File: config.mk
export PLATFORM = sky130hd
export DESIGN_NAME = tile_anim_ctrl
export DESIGN_NICKNAME = d
export VERILOG_FILES = /design/src/rtl/tile_anim_ctrl.sv
export SDC_FILE = /design/constraint.sdc
export NUM_CORES = 1
export LEC_CHECK = 0
export ABC_AREA = 1
export ABC_CLOCK_PERIOD_IN_PS = 2990
export BUFFER_PORTS_ARGS = -buffer_cell sky130_fd_sc_hd__buf_4
export CAP_MARGIN = 25
export CELL_PAD_IN_SITES_DETAIL_PLACEMENT = 0
export CELL_PAD_IN_SITES_GLOBAL_PLACEMENT = 1
export CORE_MARGIN = 3
export CORE_UTILIZATION = 44
export DETAILED_ROUTE_END_ITERATION = 7
export GPL_TIMING_DRIVEN = 0
export PLACE_DENSITY_LB_ADDON = 0.3
export SLEW_MARGIN = 20
export SYNTH_ARGS = -nofsm -noshare
export SYNTH_HDL_FRONTEND = slang
export SYNTH_SLANG_ARGS = --single-unit
File: constraint.sdc
create_clock -name i_clk -period 2.99 [get_ports i_clk]
set_input_delay 0.1495 -clock i_clk [delete_from_list [all_inputs] [get_ports i_clk]]
set_output_delay 0.1495 -clock i_clk [all_outputs]
set_load 0.1 [all_outputs]
File: src/rtl/tile_anim_ctrl.sv
// Frame-synchronous scroll/flash controller for the tile sprite renderer.
// Commands are latched at any time but only applied on frame_tick, so configuration never changes mid-frame.
module tile_anim_ctrl #(
    parameter int FRAME_DIV    = 4,
    parameter int TILE_W       = 32,
    parameter int TILE_H       = 15,
    parameter int FLASH_FRAMES = 8,
    parameter int FLASH_COUNT  = 3
) (
    input  logic                      i_clk,
    input  logic                      i_rst_n,
    input  logic                      i_frame_tick,
    input  logic                      i_start,
    input  logic                      i_stop,
    input  logic                      i_pause,
    input  logic                      i_flash_req,
    input  logic                      i_dir,
    output logic [$clog2(TILE_W)-1:0] o_off_x,
    output logic [$clog2(TILE_H)-1:0] o_off_y,
    output logic                      o_pal_sel,
    output logic                      o_flashing,
    output logic                      o_busy
);
    localparam int XW  = $clog2(TILE_W);
    localparam int YW  = $clog2(TILE_H);
    localparam int FW  = $clog2(FRAME_DIV + 1);
    localparam int FFW = $clog2(FLASH_FRAMES + 1);
    localparam int TW  = $clog2(2 * FLASH_COUNT + 1);

    localparam logic [XW-1:0]  X_MAX  = XW'(TILE_W - 1);
    localparam logic [YW-1:0]  Y_MAX  = YW'(TILE_H - 1);
    localparam logic [FW-1:0]  F_MAX  = FW'(FRAME_DIV - 1);
    localparam logic [FFW-1:0] FF_MAX = FFW'(FLASH_FRAMES - 1);
    localparam logic [TW-1:0]  T_LAST = TW'(2 * FLASH_COUNT - 1);

    typedef enum logic [1:0] {S_IDLE, S_RUN, S_PAUSED, S_FLASH} state_t;

    state_t          r_state, r_saved, w_state, w_saved;
    logic [XW-1:0]   r_off_x, w_off_x;
    logic [YW-1:0]   r_off_y, w_off_y;
    logic [FW-1:0]   r_fcnt_run, w_fcnt_run;
    logic [FFW-1:0]  r_fcnt, w_fcnt;
    logic [TW-1:0]   r_toggle, w_toggle;
    logic            r_pal, w_pal;
    logic            r_pend_start, w_pend_start;
    logic            r_pend_flash, w_pend_flash;
    logic            r_flashing, r_busy;
    logic            w_flashing, w_busy;

    always_comb begin
        w_state      = r_state;
        w_saved      = r_saved;
        w_off_x      = r_off_x;
        w_off_y      = r_off_y;
        w_fcnt_run   = r_fcnt_run;
        w_fcnt       = r_fcnt;
        w_toggle     = r_toggle;
        w_pal        = r_pal;
        w_pend_start = r_pend_start;
        w_pend_flash = r_pend_flash;

        if (i_frame_tick) begin
            // A pending flash pre-empts everything outside FLASH; the current state is saved for return.
            if (r_state != S_FLASH && r_pend_flash) begin
                w_saved      = r_state;
                w_state      = S_FLASH;
                w_pal        = 1'b1;
                w_toggle     = TW'(1);
                w_fcnt       = '0;
                w_pend_flash = 1'b0;
            end else begin
                case (r_state)
                    S_IDLE: if (r_pend_start) begin
                        w_state      = S_RUN;
                        w_fcnt_run   = '0;
                        w_pend_start = 1'b0;
                    end
                    S_RUN: begin
                        w_pend_start = 1'b0;
                        if (i_pause) begin
                            w_state = S_PAUSED;
                        end else if (r_fcnt_run == F_MAX) begin
                            w_fcnt_run = '0;
                            // TILE_H is not a power of two, so wraps are explicit compares.
                            if (!i_dir) begin
                                if (r_off_y == Y_MAX) begin
                                    w_off_y = '0;
                                    w_off_x = (r_off_x == X_MAX) ? '0 : r_off_x + 1'b1;
                                end else begin
                                    w_off_y = r_off_y + 1'b1;
                                end
                            end else begin
                                if (r_off_y == '0) begin
                                    w_off_y = Y_MAX;
                                    w_off_x = (r_off_x == '0) ? X_MAX : r_off_x - 1'b1;
                                end else begin
                                    w_off_y = r_off_y - 1'b1;
                                end
                            end
                        end else begin
                            w_fcnt_run = r_fcnt_run + 1'b1;
                        end
                    end
                    S_PAUSED: begin
                        w_pend_start = 1'b0;
                        if (!i_pause) w_state = S_RUN;
                    end
                    default: begin
                        if (r_fcnt == FF_MAX) begin
                            w_fcnt = '0;
                            if (r_toggle == T_LAST) begin
                                w_pal   = 1'b0;
                                w_state = r_saved;
                            end else begin
                                w_toggle = r_toggle + 1'b1;
                                w_pal    = ~r_pal;
                            end
                        end else begin
                            w_fcnt = r_fcnt + 1'b1;
                        end
                    end
                endcase
            end
        end

        if (i_start) w_pend_start = 1'b1;
        if (i_flash_req && r_state != S_FLASH) w_pend_flash = 1'b1;

        if (i_stop) begin
            w_state      = S_IDLE;
            w_saved      = S_IDLE;
            w_off_x      = '0;
            w_off_y      = '0;
            w_fcnt_run   = '0;
            w_fcnt       = '0;
            w_toggle     = '0;
            w_pal        = 1'b0;
            w_pend_start = 1'b0;
            w_pend_flash = 1'b0;
        end

        w_flashing = (w_state == S_FLASH);
        w_busy     = (w_state != S_IDLE) | w_pend_start | w_pend_flash;
    end

    always_ff @(posedge i_clk) begin
        if (!i_rst_n) begin
            r_state      <= S_IDLE;
            r_saved      <= S_IDLE;
            r_off_x      <= '0;
            r_off_y      <= '0;
            r_fcnt_run   <= '0;
            r_fcnt       <= '0;
            r_toggle     <= '0;
            r_pal        <= 1'b0;
            r_pend_start <= 1'b0;
            r_pend_flash <= 1'b0;
            r_flashing   <= 1'b0;
            r_busy       <= 1'b0;
        end else begin
            r_state      <= w_state;
            r_saved      <= w_saved;
            r_off_x      <= w_off_x;
            r_off_y      <= w_off_y;
            r_fcnt_run   <= w_fcnt_run;
            r_fcnt       <= w_fcnt;
            r_toggle     <= w_toggle;
            r_pal        <= w_pal;
            r_pend_start <= w_pend_start;
            r_pend_flash <= w_pend_flash;
            r_flashing   <= w_flashing;
            r_busy       <= w_busy;
        end
    end

    assign o_off_x    = r_off_x;
    assign o_off_y    = r_off_y;
    assign o_pal_sel  = r_pal;
    assign o_flashing = r_flashing;
    assign o_busy     = r_busy;
endmodule

* Yosys cells after proc, flatten, opt, wreduce, memory -nomap -nowiden *
Index checks and enable logic that the tools add are counted.

operators by class
  $add $sub $neg = 7
  eq/ne operators = 14
  multiplexer cells = 41
  bitwise gates (word level) = 6
  reductions and logical operators = 18

operators by type and width
  operator               count
  $mux W5                5
  $mux W4                6
  $mux W3                7
  $mux W2                8
  $mux W1                13
  $reduce_and A5 Y1      2
  $add A4 B1 Y4 const B  2
  $ne A2 B2 Y1 const B   4
  $reduce_bool A2 Y1     4
  $reduce_and A7 Y1      1
  $add A3 B1 Y3 const B  2
  $pmux W2 S3            1
  $pmux W3 S2            1
  $add A5 B1 Y5 const B  1
  $eq A5 B5 Y1 const B   1
  $logic_not A5 Y1       1
  $sub A5 B1 Y5 const B  1
  $eq A2 B2 Y1 const B   2
  $eq A4 B3 Y1 const B   1
  $eq A4 B4 Y1 const B   1
  $logic_not A4 Y1       1
  $ne A2 B1 Y1 const B   2
  $not A1 Y1             4
  $reduce_and A2 Y1      2
  11 further kinds       13

word-level totals
  bits in registers = 28
  input bits = 8
  output and inout port bits = 12
  word-level logic and storage cells = 98

* Logic depth before layout (Yosys ltp) *
  depth in word-level cells = 10
  depth in mapped cells = 9
  mapped depth without buffers = 9

* Worst setup path before layout *
OpenSTA, ideal clock, no wires.

  path kind = reg-to-reg
  from = register r_off_y[0], in the netlist o_off_y[0]
  to = register r_off_x[3], in the netlist o_off_x[3]
  library setup time = 0.112 ns
  data arrival time = 1.980 ns
  required time = 2.878 ns
  setup slack = 0.899 ns
  stages on the path, launching flop included = 9
  buffers on the path = 0
  clock period less this slack = 2.091 ns
  cells stage by stage = dfxtp_1 > inv_1 > ha_1 > nand3_1 > o21ai_1 > nand2_4 > nand2_1 > nand2_1 > nor2_1

between the ends
  longest elaborated chain between the ends = 3
  elaborated cells between the ends (all ways) = 5
  those cells by class = 2 x eq/ne; 3 x reduce/logical

RTL lines
  element                                                              line    RTL
  start, declared                                                      40      logic [YW-1:0] r_off_y, w_off_y;
  start signal, assigned                                               164     r_off_y <= w_off_y;
  $logic_not A4 Y1 / $eq A4 B4 Y1 (equally long branches)              93, 86
  $ne A2 B1 Y1 (no line) / $reduce_bool A2 Y1 (equally long branches)  -
  $reduce_and A7 Y1 (no line) *                                        -
  end signal, assigned                                                 163     r_off_x <= w_off_x;
  end, declared                                                        39      logic [XW-1:0] r_off_x, w_off_x;

Mark *: on every way between the ends. The rest lies on a longest branch, timed or not.
A chain may end at the register's enable or synchronous reset.

* Final worst setup path *
Same ends and word-level chain as after synthesis.

==> impl_metrics.env <==
export IMPL_critical_path_peak_fanout=8
export IMPL_cts_repair_timing_setup_buffer_count=0
export IMPL_fin_cells=332
export IMPL_clock_tree_htree_level_count=1
export IMPL_run_status="finished, final reports clean"
export IMPL_global_route_overflow_total=0
export IMPL_peakVddDrop_uv=160
export IMPL_power_density_nw_per_um2=347
export IMPL_slew_viol_final=0
export IMPL_core_area_um2=3720
export IMPL_achievable_frequency_mhz=643
export IMPL_cts_buffers=3
export IMPL_syn_to_final_growth_pct=14.5
export IMPL_globalplace_congestion=0.775
export IMPL_fp_dieW_um=68.6
export IMPL_drt_pre_antenna_iters=4
export IMPL_netlist_cell_type_count=28
export IMPL_type_of_the_tightest_min_delay_check="primary input to flop"
export IMPL_criticalPathCategory="flop to flop"
export IMPL_finalSetupViolCount=0
export IMPL_post_synth_cell_area_avg_um2=6.59
export IMPL_synthesis_area_um2=1730
export IMPL_cts_max_path_buffers=2
export IMPL_mappedNetlistNets=281
export IMPL_critPathTopFamily="simple AND/OR/NAND/NOR gates"
export IMPL_grt_antenna_before_repair=0
export IMPL_finalCritPeriodShare_pct=52.0
export IMPL_power_static_leakage_nw=0.971
export IMPL_fill_count=384
export IMPL_timing_hold_ws_ns=0.138
export IMPL_floorplan_initialDensity_pct=46.5
export IMPL_routed_wire_length_per_instance_um=10.3
export IMPL_timing_hold_violations_final=0
export IMPL_rows=22
export IMPL_first_pass_grt_wire_length_um=5730
export IMPL_dp_cells=328
export IMPL_die_area_um2=4710
export IMPL_fin_setup_tns_ns=0
export IMPL_critical_path_slowest_cell="dfxtp_1"
export IMPL_slew_headroom_pct=72.9
export IMPL_vias_per_cell=4.78
export IMPL_path_clk_slew_ns=0.09
export IMPL_tritoncts="done"
export IMPL_grt_start_max_net_pins=16
export IMPL_ant_nets=0
export IMPL_io_buffer_count=18
export IMPL_finalClockSkew_ns=0.00162
export IMPL_crit_path_max_incr_delay_ns=0.38
export IMPL_ant_diodes=0
export IMPL_num_io_pins=20
export IMPL_post_route_cells_drive_above_1_share_pct=16.2
export IMPL_grt_pass1_vias=1339
export IMPL_total_global_route_track_usage_pct=15.6
export IMPL_ctsRootBufferMaster="clkbuf_8"
export IMPL_numClockSinks=28
export IMPL_timing_critical_path_to_type="flop"
export IMPL_layout_min_cycle_time_ns=1.56
export IMPL_post_synth_inst_count=262
export IMPL_fp_dieH_um=68.6
export IMPL_clkLatencyLatePin_ns=0.27
export IMPL_hold_buffers=0
export IMPL_detailed_place_hpwl_um=2680
export IMPL_overall_via_count_from_detail_route=1586
export IMPL_yosysWarnings=0
export IMPL_post_cts_repair_resize_count=0
export IMPL_tightest_slew_ns=0.406
export IMPL_cp_arrival_ns=1.77
export IMPL_flip_flop_and_latch_count_after_synthesis=28
export IMPL_maxCapViolCount=0
export IMPL_timing_critical_path_mode_cell="nand2_1"
export IMPL_worstPathRequired_ns=3.20
export IMPL_rsz_0062_raised_after_global_routing="false"
export IMPL_dr_drc_count=0
export IMPL_wirelength_um=3430
export IMPL_detailedRoute_firstIterationViolations=70
export IMPL_synth_sequential_area_ratio_pct=32.5
export IMPL_path_buf_inv=1
export IMPL_timing_critical_path_cells="inv_1 > ha_1 > nand3_1 > o21ai_1 > nand2_4 > nand2_1 > nand2_1 > nor2_1"
export IMPL_fin_nets=304
export IMPL_startpoint_type="flop"
-- report_power, final --
| group | switching, mW | total [mW] | leakage [nW] | internal, mW |
|---|---|---|---|---|
| Clock | 0.113 | 0.230 | 0.0288 | 0.118 |
| Combinational | 0.0499 | 0.0738 | 0.716 | 0.0239 |
| Sequential | 0.00362 | 0.381 | 0.226 | 0.377 |
-- layer usage --
layer / GRT usage, % / part of all wire, % / up-vias
li1: - / - / 886
met1: 21.5 / 53 / 684
met2: 25.4 / 44 / 14
met3: 2.43 / 2.6 / 2
met4: 3.72 / 0.50 / 0
met5: 0 / 0 / -
-- per-stage QoR --
step / util, % / power, mW / worst slack, ns / area (um2)
after floorplan: - / 0.444 / 0.899 / 1730
final: 53.2 / 0.685 / 1.43 / 1980
after CTS: 53.2 / 0.704 / 1.42 / 1980
after global routing: 53.2 / 0.723 / 1.29 / 1980
after global placement: 51.7 / 0.464 / 1.46 / 1920
after detailed placement: 51.7 / 0.464 / 1.45 / 1920
-- flip-flops by register name, indices dropped and copies added, names as in the netlist, 2 cells and up --
name	flops
r_fcnt_run	3
r_fcnt	4
r_state	2
o_off_x	5
o_off_y	4
r_saved	2
r_toggle	3
-- logic make-up after synthesis --
logic type               synth area share [%]
flip-flops                               32.5
AND/OR/NAND/NOR                          37.5
adder cells (fa/ha/maj)                  7.97
AO/OA/AOI/OAI                            10.5
buffers and inverters                    9.57
XOR/XNOR                                 2.03
-- area by class of cell --
cell class                 instances  area [um2]  area share, %
multi-input combinational        192        1000           50.6
sequential                        28         561           28.4
inverter                          38         143           7.22
timing repair buffer              18         135           6.84
tap                               48        60.1           3.04
clock buffer                       4        55.1           2.78
buffer                             4        22.5           1.14
-- worst min-delay path, stage by stage --
cell and delay (ns):
buf_4 0.10, inv_1 0.05, a21oi_1 0.06
-- final timing paths --
kind,startpoint,slack [ns],to,depth (start not counted)
worst max-delay path,o_off_y[0]$_SDFFE_PP0P_,1.43,o_off_x[3]$_SDFFE_PP0P_,8
worst min-delay path,i_start,0.14,r_pend_start$_SDFF_PN0_,3
worst max register to register,o_off_y[0]$_SDFFE_PP0P_,1.43,o_off_x[3]$_SDFFE_PP0P_,8
worst min register to register,r_fcnt_run[2]$_SDFFE_PP0P_,0.46,r_fcnt_run[2]$_SDFFE_PP0P_,2
-- cells in the mapped netlist --
| library cell | number | area share (%) |
|---|---|---|
| a21oi_1 | 14 | 4.1 |
| a21oi_4 | 1 | 0.94 |
| and3_1 | 1 | 0.36 |
| buf_2 | 3 | 0.87 |
| buf_4 | 1 | 0.43 |
| dfxtp_1 | 28 | 32 |
| ha_1 | 11 | 8.0 |
| inv_1 | 30 | 6.5 |
| inv_2 | 8 | 1.7 |
| nand2_1 | 61 | 13 |
| nand2_2 | 4 | 1.4 |
| nand2_4 | 1 | 0.65 |
| nand3_1 | 23 | 6.7 |
| nand3_2 | 2 | 1.2 |
| nand3b_1 | 2 | 0.87 |
| nand4_1 | 5 | 1.8 |
| nor2_1 | 37 | 8.0 |
| nor2_2 | 1 | 0.36 |
| nor2_4 | 1 | 0.65 |
| nor3_1 | 3 | 0.87 |
| nor3_2 | 1 | 0.58 |
| o21ai_0 | 4 | 1.2 |
| o21ai_1 | 12 | 3.5 |
| o21ai_2 | 1 | 0.51 |
| o22ai_1 | 1 | 0.36 |
| or2_0 | 2 | 0.72 |
| xnor2_1 | 2 | 1.0 |
| xor2_1 | 2 | 1.0 |
-- placed cells by master (no fill, tap or decap), drive strengths merged --
cell | Yosys | final
nand3b | 2 | 2
inv | 38 | 38
o22ai | 1 | 1
buf | 4 | 22
or2 | 2 | 2
dfxtp | 28 | 28
nand2 | 66 | 66
nor3 | 4 | 4
a21oi | 15 | 15
ha | 11 | 11
clkbuf | 0 | 4
xnor2 | 2 | 2
and3 | 1 | 1
o21ai | 17 | 17
xor2 | 2 | 2
nand3 | 25 | 25
nor2 | 39 | 39
nand4 | 5 | 5
No activity file was read; power rests on OpenSTA's default activity.
